### config.mk
export PLATFORM = sky130hd
export DESIGN_NAME = mem_arbiter_flat
export DESIGN_NICKNAME = d
export VERILOG_FILES = /design/src/rtl/mem_arbiter_pkg.sv /design/src/rtl/mem_arbiter_if.sv /design/src/rtl/mem_arbiter_tag_pipe.sv /design/src/rtl/mem_arbiter.sv /design/src/flat_wrapper.sv
export SDC_FILE = /design/constraint.sdc
export NUM_CORES = 1
export LEC_CHECK = 0
export ABC_AREA = 1
export BUFFER_PORTS_ARGS = -buffer_cell sky130_fd_sc_hd__clkbuf_2
export CAP_MARGIN = 20
export CORE_MARGIN = 4
export CORE_UTILIZATION = 32
export DETAILED_ROUTE_END_ITERATION = 10
export HOLD_SLACK_MARGIN = 0.12
export MAX_ROUTING_LAYER = met4
export PLACE_DENSITY = 0.8
export SLEW_MARGIN = 20
export SYNTH_ARGS = -nofsm -noshare
export SYNTH_HDL_FRONTEND = slang
export SYNTH_SLANG_ARGS = --single-unit
### constraint.sdc
create_clock -name clk -period 1.7 [get_ports clk]
set_input_delay 0.085 -clock clk [delete_from_list [all_inputs] [get_ports clk]]
set_output_delay 0.085 -clock clk [all_outputs]
set_load 0.05 [all_outputs]
### src/rtl/mem_arbiter_pkg.sv
// mem_arbiter_pkg: shared grant-state and owner-tag encodings plus default geometry for the memory arbiter.
package mem_arbiter_pkg;
  localparam int DEF_MEM_LAT = 4;
  localparam int DEF_ADDR_W = 16;
  localparam int DEF_DATA_W = 16;
  typedef enum logic [1:0] {IDLE = 2'd0, WRITE = 2'd1, DFILL = 2'd2, IFILL = 2'd3} grant_e;
  typedef enum logic [1:0] {TAG_NONE = 2'd0, TAG_DC = 2'd1, TAG_IC = 2'd2} owner_tag_e;
  // Stores beat D fills, which beat I fills.
  function automatic grant_e idle_pick(input logic wr, input logic dfill, input logic ifill);
    return wr ? WRITE : dfill ? DFILL : ifill ? IFILL : IDLE;
  endfunction
endpackage

### src/rtl/mem_arbiter_if.sv
// mem_arbiter_if: cache-side requests, memory port and fill-return signals of the memory arbiter.
interface mem_arbiter_if import mem_arbiter_pkg::*; #(
  parameter int ADDR_W = DEF_ADDR_W,
  parameter int DATA_W = DEF_DATA_W
);
  logic              icache_fill_req;
  logic [ADDR_W-1:0] icache_addr;
  logic              dcache_fill_req;
  logic [ADDR_W-1:0] dcache_addr;
  logic              dcache_wr_req;
  logic [ADDR_W-1:0] dcache_wr_addr;
  logic [DATA_W-1:0] dcache_wr_data;
  logic [DATA_W-1:0] mem_data_in;
  logic              mem_data_valid;
  logic [ADDR_W-1:0] mem_addr;
  logic              mem_enable;
  logic              mem_wr;
  logic [DATA_W-1:0] mem_data_out;
  logic              icache_data_valid;
  logic              dcache_data_valid;
  logic [DATA_W-1:0] fill_data;
  logic              dcache_wr_stall;
  logic              icache_wait;
  modport slave (
    input  icache_fill_req, icache_addr, dcache_fill_req, dcache_addr,
    input  dcache_wr_req, dcache_wr_addr, dcache_wr_data, mem_data_in, mem_data_valid,
    output mem_addr, mem_enable, mem_wr, mem_data_out,
    output icache_data_valid, dcache_data_valid, fill_data, dcache_wr_stall, icache_wait
  );
  modport master (
    output icache_fill_req, icache_addr, dcache_fill_req, dcache_addr,
    output dcache_wr_req, dcache_wr_addr, dcache_wr_data, mem_data_in, mem_data_valid,
    input  mem_addr, mem_enable, mem_wr, mem_data_out,
    input  icache_data_valid, dcache_data_valid, fill_data, dcache_wr_stall, icache_wait
  );
endinterface

### src/rtl/mem_arbiter_tag_pipe.sv
// arb_tag_pipe: fixed-depth owner-tag delay line matching memory read latency, built from reset flops.
module arb_dff #(
  parameter int W = 1
) (
  input  logic         clk,
  input  logic         rst,
  input  logic [W-1:0] d_i,
  output logic [W-1:0] q_o
);
  always_ff @(posedge clk or negedge rst)
    if (!rst) q_o <= '0;
    else q_o <= d_i;
endmodule

module arb_tag_pipe #(
  parameter int DEPTH = 4
) (
  input  logic       clk,
  input  logic       rst,
  input  logic [1:0] tag_i,
  output logic [1:0] tag_o
);
  logic [DEPTH:0][1:0] stage;
  assign stage[0] = tag_i;
  assign tag_o = stage[DEPTH];
  for (genvar g = 0; g < DEPTH; g++) begin : g_stage
    arb_dff #(.W(2)) u_dff (.clk(clk), .rst(rst), .d_i(stage[g]), .q_o(stage[g+1]));
  end
endmodule

### src/rtl/mem_arbiter.sv
// mem_arbiter: grants the single pipelined memory to stores, D fills or I fills and routes read returns
// back to the requester that issued them using a latency-matched owner-tag pipe.
module mem_arbiter import mem_arbiter_pkg::*; #(
  parameter int MEM_LAT = DEF_MEM_LAT,
  parameter int ADDR_W = DEF_ADDR_W,
  parameter int DATA_W = DEF_DATA_W
) (
  input logic           clk,
  input logic           rst,
  mem_arbiter_if.slave  bus
);
  grant_e            grant_q, grant_d, pick;
  logic [1:0]        push_tag, head_tag;
  logic [ADDR_W-1:0] rd_addr;
  logic [DATA_W-1:0] wr_data;
  always_comb begin
    pick = idle_pick(bus.dcache_wr_req, bus.dcache_fill_req, bus.icache_fill_req);
    // A fill owner keeps the grant until its request drops; that release cycle issues nothing.
    grant_d = !rst ? IDLE
            : grant_q == DFILL ? (bus.dcache_fill_req ? DFILL : IDLE)
            : grant_q == IFILL ? (bus.icache_fill_req ? IFILL : IDLE)
            : pick;
    rd_addr = grant_d == IFILL ? bus.icache_addr : bus.dcache_addr;
    wr_data = grant_d == WRITE ? bus.dcache_wr_data : {DATA_W{1'b0}};
    push_tag = grant_d == DFILL ? TAG_DC : grant_d == IFILL ? TAG_IC : TAG_NONE;
  end
  always_ff @(posedge clk or negedge rst)
    if (!rst) grant_q <= IDLE;
    else grant_q <= grant_d;
  arb_tag_pipe #(.DEPTH(MEM_LAT)) u_tags (
    .clk  (clk),
    .rst  (rst),
    .tag_i(push_tag),
    .tag_o(head_tag)
  );
  assign bus.mem_enable = grant_d != IDLE;
  assign bus.mem_wr = grant_d == WRITE;
  assign bus.mem_addr = grant_d == WRITE ? bus.dcache_wr_addr : grant_d == IDLE ? {ADDR_W{1'b0}} : rd_addr;
  assign bus.mem_data_out = wr_data;
  assign bus.fill_data = bus.mem_data_in;
  // Returns tagged for an owner that has already released are dropped here.
  assign bus.dcache_data_valid = bus.mem_data_valid & (head_tag == TAG_DC) & (grant_q == DFILL);
  assign bus.icache_data_valid = bus.mem_data_valid & (head_tag == TAG_IC) & (grant_q == IFILL);
  assign bus.dcache_wr_stall = rst & bus.dcache_wr_req & (grant_d != WRITE);
  assign bus.icache_wait = rst & bus.icache_fill_req & (grant_q != IFILL) & (grant_d != IFILL);
endmodule

### src/flat_wrapper.sv
// flat-port wrapper written by rule: the top's interface ports become plain ports
module mem_arbiter_flat import mem_arbiter_pkg::*;
#(
  parameter int MEM_LAT = DEF_MEM_LAT,
  parameter int ADDR_W = DEF_ADDR_W,
  parameter int DATA_W = DEF_DATA_W
)
  (clk, rst, bus_icache_fill_req, bus_icache_addr, bus_dcache_fill_req, bus_dcache_addr, bus_dcache_wr_req, bus_dcache_wr_addr, bus_dcache_wr_data, bus_mem_data_in, bus_mem_data_valid, bus_mem_addr, bus_mem_enable, bus_mem_wr, bus_mem_data_out, bus_icache_data_valid, bus_dcache_data_valid, bus_fill_data, bus_dcache_wr_stall, bus_icache_wait);
  mem_arbiter_if #(.ADDR_W(ADDR_W), .DATA_W(DATA_W)) bus_i ();
  input logic clk;
  input logic rst;
  input wire logic [$bits(bus_i.icache_fill_req)-1:0] bus_icache_fill_req;
  input wire logic [$bits(bus_i.icache_addr)-1:0] bus_icache_addr;
  input wire logic [$bits(bus_i.dcache_fill_req)-1:0] bus_dcache_fill_req;
  input wire logic [$bits(bus_i.dcache_addr)-1:0] bus_dcache_addr;
  input wire logic [$bits(bus_i.dcache_wr_req)-1:0] bus_dcache_wr_req;
  input wire logic [$bits(bus_i.dcache_wr_addr)-1:0] bus_dcache_wr_addr;
  input wire logic [$bits(bus_i.dcache_wr_data)-1:0] bus_dcache_wr_data;
  input wire logic [$bits(bus_i.mem_data_in)-1:0] bus_mem_data_in;
  input wire logic [$bits(bus_i.mem_data_valid)-1:0] bus_mem_data_valid;
  output wire logic [$bits(bus_i.mem_addr)-1:0] bus_mem_addr;
  output wire logic [$bits(bus_i.mem_enable)-1:0] bus_mem_enable;
  output wire logic [$bits(bus_i.mem_wr)-1:0] bus_mem_wr;
  output wire logic [$bits(bus_i.mem_data_out)-1:0] bus_mem_data_out;
  output wire logic [$bits(bus_i.icache_data_valid)-1:0] bus_icache_data_valid;
  output wire logic [$bits(bus_i.dcache_data_valid)-1:0] bus_dcache_data_valid;
  output wire logic [$bits(bus_i.fill_data)-1:0] bus_fill_data;
  output wire logic [$bits(bus_i.dcache_wr_stall)-1:0] bus_dcache_wr_stall;
  output wire logic [$bits(bus_i.icache_wait)-1:0] bus_icache_wait;
  assign bus_i.icache_fill_req = bus_icache_fill_req;
  assign bus_i.icache_addr = bus_icache_addr;
  assign bus_i.dcache_fill_req = bus_dcache_fill_req;
  assign bus_i.dcache_addr = bus_dcache_addr;
  assign bus_i.dcache_wr_req = bus_dcache_wr_req;
  assign bus_i.dcache_wr_addr = bus_dcache_wr_addr;
  assign bus_i.dcache_wr_data = bus_dcache_wr_data;
  assign bus_i.mem_data_in = bus_mem_data_in;
  assign bus_i.mem_data_valid = bus_mem_data_valid;
  assign bus_mem_addr = bus_i.mem_addr;
  assign bus_mem_enable = bus_i.mem_enable;
  assign bus_mem_wr = bus_i.mem_wr;
  assign bus_mem_data_out = bus_i.mem_data_out;
  assign bus_icache_data_valid = bus_i.icache_data_valid;
  assign bus_dcache_data_valid = bus_i.dcache_data_valid;
  assign bus_fill_data = bus_i.fill_data;
  assign bus_dcache_wr_stall = bus_i.dcache_wr_stall;
  assign bus_icache_wait = bus_i.icache_wait;
  mem_arbiter #(.MEM_LAT(MEM_LAT), .ADDR_W(ADDR_W), .DATA_W(DATA_W)) u_core (.clk(clk), .rst(rst), .bus(bus_i));
endmodule
==> results.toml <==
[logic_synthesis]
ys_seq_area_share_pct = 22.4
synth-seq-cells = 10
synth_area_um2 = 1120
synthesis.nets = 269
syn-mean-instance-area_um2 = 6.11
yosysWarnings = 0
unique_masters_post_synth = 21
cells_after_synthesis = 183

[detailed_routing]
dr.pass1.iters = 4
ant_nets = 0
wl_per_cell_um = 14.6
starting_drt_drc_count = 40
via_count = 1637
route.final.wire_length_um = 4950
routed_via_count_divided_by_cell_count = 4.84
drcViolationCount = 0

[sta]
grt_setup_unrepaired = "true"
hold_viol = 0
finalCritPeriodShare_pct = 103
final.hold.worst_slack_ps = 170
timing.final.crit_period_ps = 1760
finalSetupViolCount = 21
fin_skew_ps = 1.49
max-slew-margin-rel_pct = 78.1
max_freq_ghz = 0.569
report.final.slew_viol_count = 0
worst-slew-pin-transition_ps = 327
finalWorstSetupSlack_ps = -57.2

[status]
outcome = "finished with violations"
violated_checks = "setup timing"

[critical_path]
worst_r2r_endpoint = "u_core.u_tags.g_stage[0].u_dff.q_o[0]$_DFF_PN0_"
worstRegToRegCells = 6
worst_ep_required_time_ps = 1620
worst_setup_path_start_kind = "register"
worstSetupStartpoint = "u_core.grant_q[1]$_DFF_PN0_"
critical_path_class = "reg2out"
worst_r2r_src = "u_core.grant_q[1]$_DFF_PN0_"
critical_path_peak_fanout = 6
timing.critical_path.arrival_ps = 1670
crit_path_end = "bus_mem_addr[12]"
worst_setup_path_end_kind = "output port"
flop2flop_setup_slack_ps = 490

[place]
placer_congestion_estimate = 0.791
dpl_cell_area_um2 = 1640
numPortBuffers = 107
dp_cells = 321
post-dp-hpwl_um = 3110

[clocking]
cts_made_buffers = 3
clock_sink_count = 10
path_clk_slew_ps = 60
cts.path.max_buffers = 2
cts_tree = "done"
number_of_levels_the_h_tree_was_split_into = 1
clock_network_latency_to_the_later_pin_of_the_worst_skew_pair_ps = 260
cts.root.buffer_cell = "sky130_fd_sc_hd__clkbuf_4"

[cells_and_area]
final_cells = 338
layout.cells.most_common = "sky130_fd_sc_hd__clkbuf_2"
share_of_final_layout_standard_cells_stronger_than_drive_strength_1_pct = 64.4
most-common-layout-cells = "71 x sky130_fd_sc_hd__clkbuf_2, 48 x sky130_fd_sc_hd__nand2_1, 31 x sky130_fd_sc_hd__buf_8"
stdcell_area_um2 = 2360
finalNetCount = 379
areaGrowthSynthToFinish_pct = 111
insertedDiodeCount = 0
fillers = 273

[grt]
grt_pass1_wl_um = 6580
overflow = 0
number_of_antenna_violations_at_the_first_check_in_global_routing = 0
groute.usage.overall_pct = 20.0
grt_max_degree = 18
grt_pass1_vias = 1570

[floorplanning]
rows = 21
initial_core_util_pct = 33.3
fp.coreArea_um2 = 3360
floorplan.die.height_um = 67.1
ioPinCount = 140
die_w_um = 67.1
floorplan.die_area_um2 = 4510

[job]
cap_viol_max_count = 0

[min_path]
hp-class = "in2out"

[pwr]
vdd.ir_drop.worst_v = 0.000367
total_power_w = 0.00139
cellLeakagePower_nw = 1.32
power.density_cell_area_nw_per_um2 = 588
-- flip-flops by register name (all words and copies together), names as in the netlist --
name	flops
u_core.u_tags.g_stage.u_dff.q_o	8
u_core.grant_q	2
-- through the flow --
step / setup slack [ps] / setup TNS (ps) / util [%]
finish: -57.2 / -589 / 70.2
global route: -201 / -4160 / 70.2
CTS: -80.7 / -1150 / 62.8
detailed placement: 44.8 / 0 / 48.8
global placement: 83.5 / 0 / 48.8
floorplan: -5.44 / -43.5 / -
-- worst min path at each step --
| stage | from | to | slack [ps] | cells after the start |
|---|---|---|---|---|
| 6_report | bus_mem_data_in[8] | bus_fill_data[8] | 170 | 0 |
| 5_1_grt | bus_mem_data_in[15] | bus_fill_data[15] | 170 | 0 |
| 4_1_cts | bus_mem_data_in[14] | bus_fill_data[14] | 170 | 0 |
| 3_5_place_dp | rst | u_core.u_tags.g_stage[0].u_dff.q_o[0]$_DFF_PN0_ | -60 | 1 |
| 3_3_place_gp | rst | u_core.grant_q[0]$_DFF_PN0_ | -60 | 1 |
| 2_1_floorplan | rst | u_core.grant_q[0]$_DFF_PN0_ | -210 | 0 |
-- what timing repair did --
| action | CTS | global route |
|---|---|---|
| gates cloned | 2 | 1 |
| endpoints found under the setup margin | 35 | 36 |
| hold buffers | 2 | 0 |
| gates resized for setup | 86 | 81 |
| buffers inserted | 4 | 4 |
| pin swaps | 8 | 20 |
| hold endpoints to repair | 10 | 0 |
-- worst max-delay path, stage by stage (launching register included) --
cell and delay (ps):
sky130_fd_sc_hd__dfrtp_2 460, sky130_fd_sc_hd__nor2_1 100, sky130_fd_sc_hd__nand2_1 90, sky130_fd_sc_hd__nand3_4 110, sky130_fd_sc_hd__nand2_8 100, sky130_fd_sc_hd__nor2_4 220, sky130_fd_sc_hd__nand2_1 100, sky130_fd_sc_hd__nand3_2 90
sky130_fd_sc_hd__buf_8 150
-- Yosys cell counts --
cell,number,area (um2)
sky130_fd_sc_hd__nor2_4,2,22.5
sky130_fd_sc_hd__buf_6,1,11.3
sky130_fd_sc_hd__inv_4,1,6.26
sky130_fd_sc_hd__o211ai_1,1,7.51
sky130_fd_sc_hd__buf_4,16,120
sky130_fd_sc_hd__nand2_4,3,33.8
sky130_fd_sc_hd__clkbuf_1,1,3.75
sky130_fd_sc_hd__nor2_2,10,62.6
sky130_fd_sc_hd__nor4_1,1,6.26
sky130_fd_sc_hd__nand4_1,16,100
sky130_fd_sc_hd__nor2_1,11,41.3
sky130_fd_sc_hd__nand3_2,1,10.0
sky130_fd_sc_hd__nand2_2,1,6.26
sky130_fd_sc_hd__nand3_1,10,50.1
sky130_fd_sc_hd__nand2_1,67,251
sky130_fd_sc_hd__buf_2,3,15.0
sky130_fd_sc_hd__inv_1,25,93.8
sky130_fd_sc_hd__nor3_1,1,5.00
sky130_fd_sc_hd__dfrtp_1,10,250
sky130_fd_sc_hd__inv_2,1,3.75
sky130_fd_sc_hd__nand3_4,1,17.5
-- power breakdown --
group	total [W]	leakage [nW]	switching [W]	internal, W
Clock	0.000209	0.0210	0.0000787	0.000130
Sequential	0.000260	0.134	0.00000965	0.000250
Combinational	0.000921	1.16	0.000557	0.000364
-- per-layer routing --
| layer | vias to the layer above | global-route usage (%) | wire [um] |
|---|---|---|---|
| li1 | 778 | - | - |
| met1 | 737 | 19.2 | 1710 |
| met2 | 102 | 36.1 | 2500 |
| met3 | 20 | 4.22 | 547 |
| met4 | 0 | 12.7 | 187 |
| met5 | - | - | 0 |
-- cell families (layout without fill, tap and decap cells) --
group / count (synthesis) / count (layout) / synth area share (%)
flops: 10 / 10 / 22.4
buf+inv: 48 / 154 / 22.7
simple gates: 124 / 127 / 54.3
compound gates: 1 / 1 / 0.671
-- layout make-up --
type | instances | area (um2) | area share [%]
Clock buffer | 4 | 36.3 | 1.54
Inverter | 27 | 116 | 4.93
Multi-Input combinational cell | 128 | 877 | 37.1
Sequential cell | 10 | 251 | 10.6
Tap cell | 46 | 57.6 | 2.44
Timing Repair Buffer | 123 | 1020 | 43.3
No activity file was read; power rests on OpenSTA's default activity.
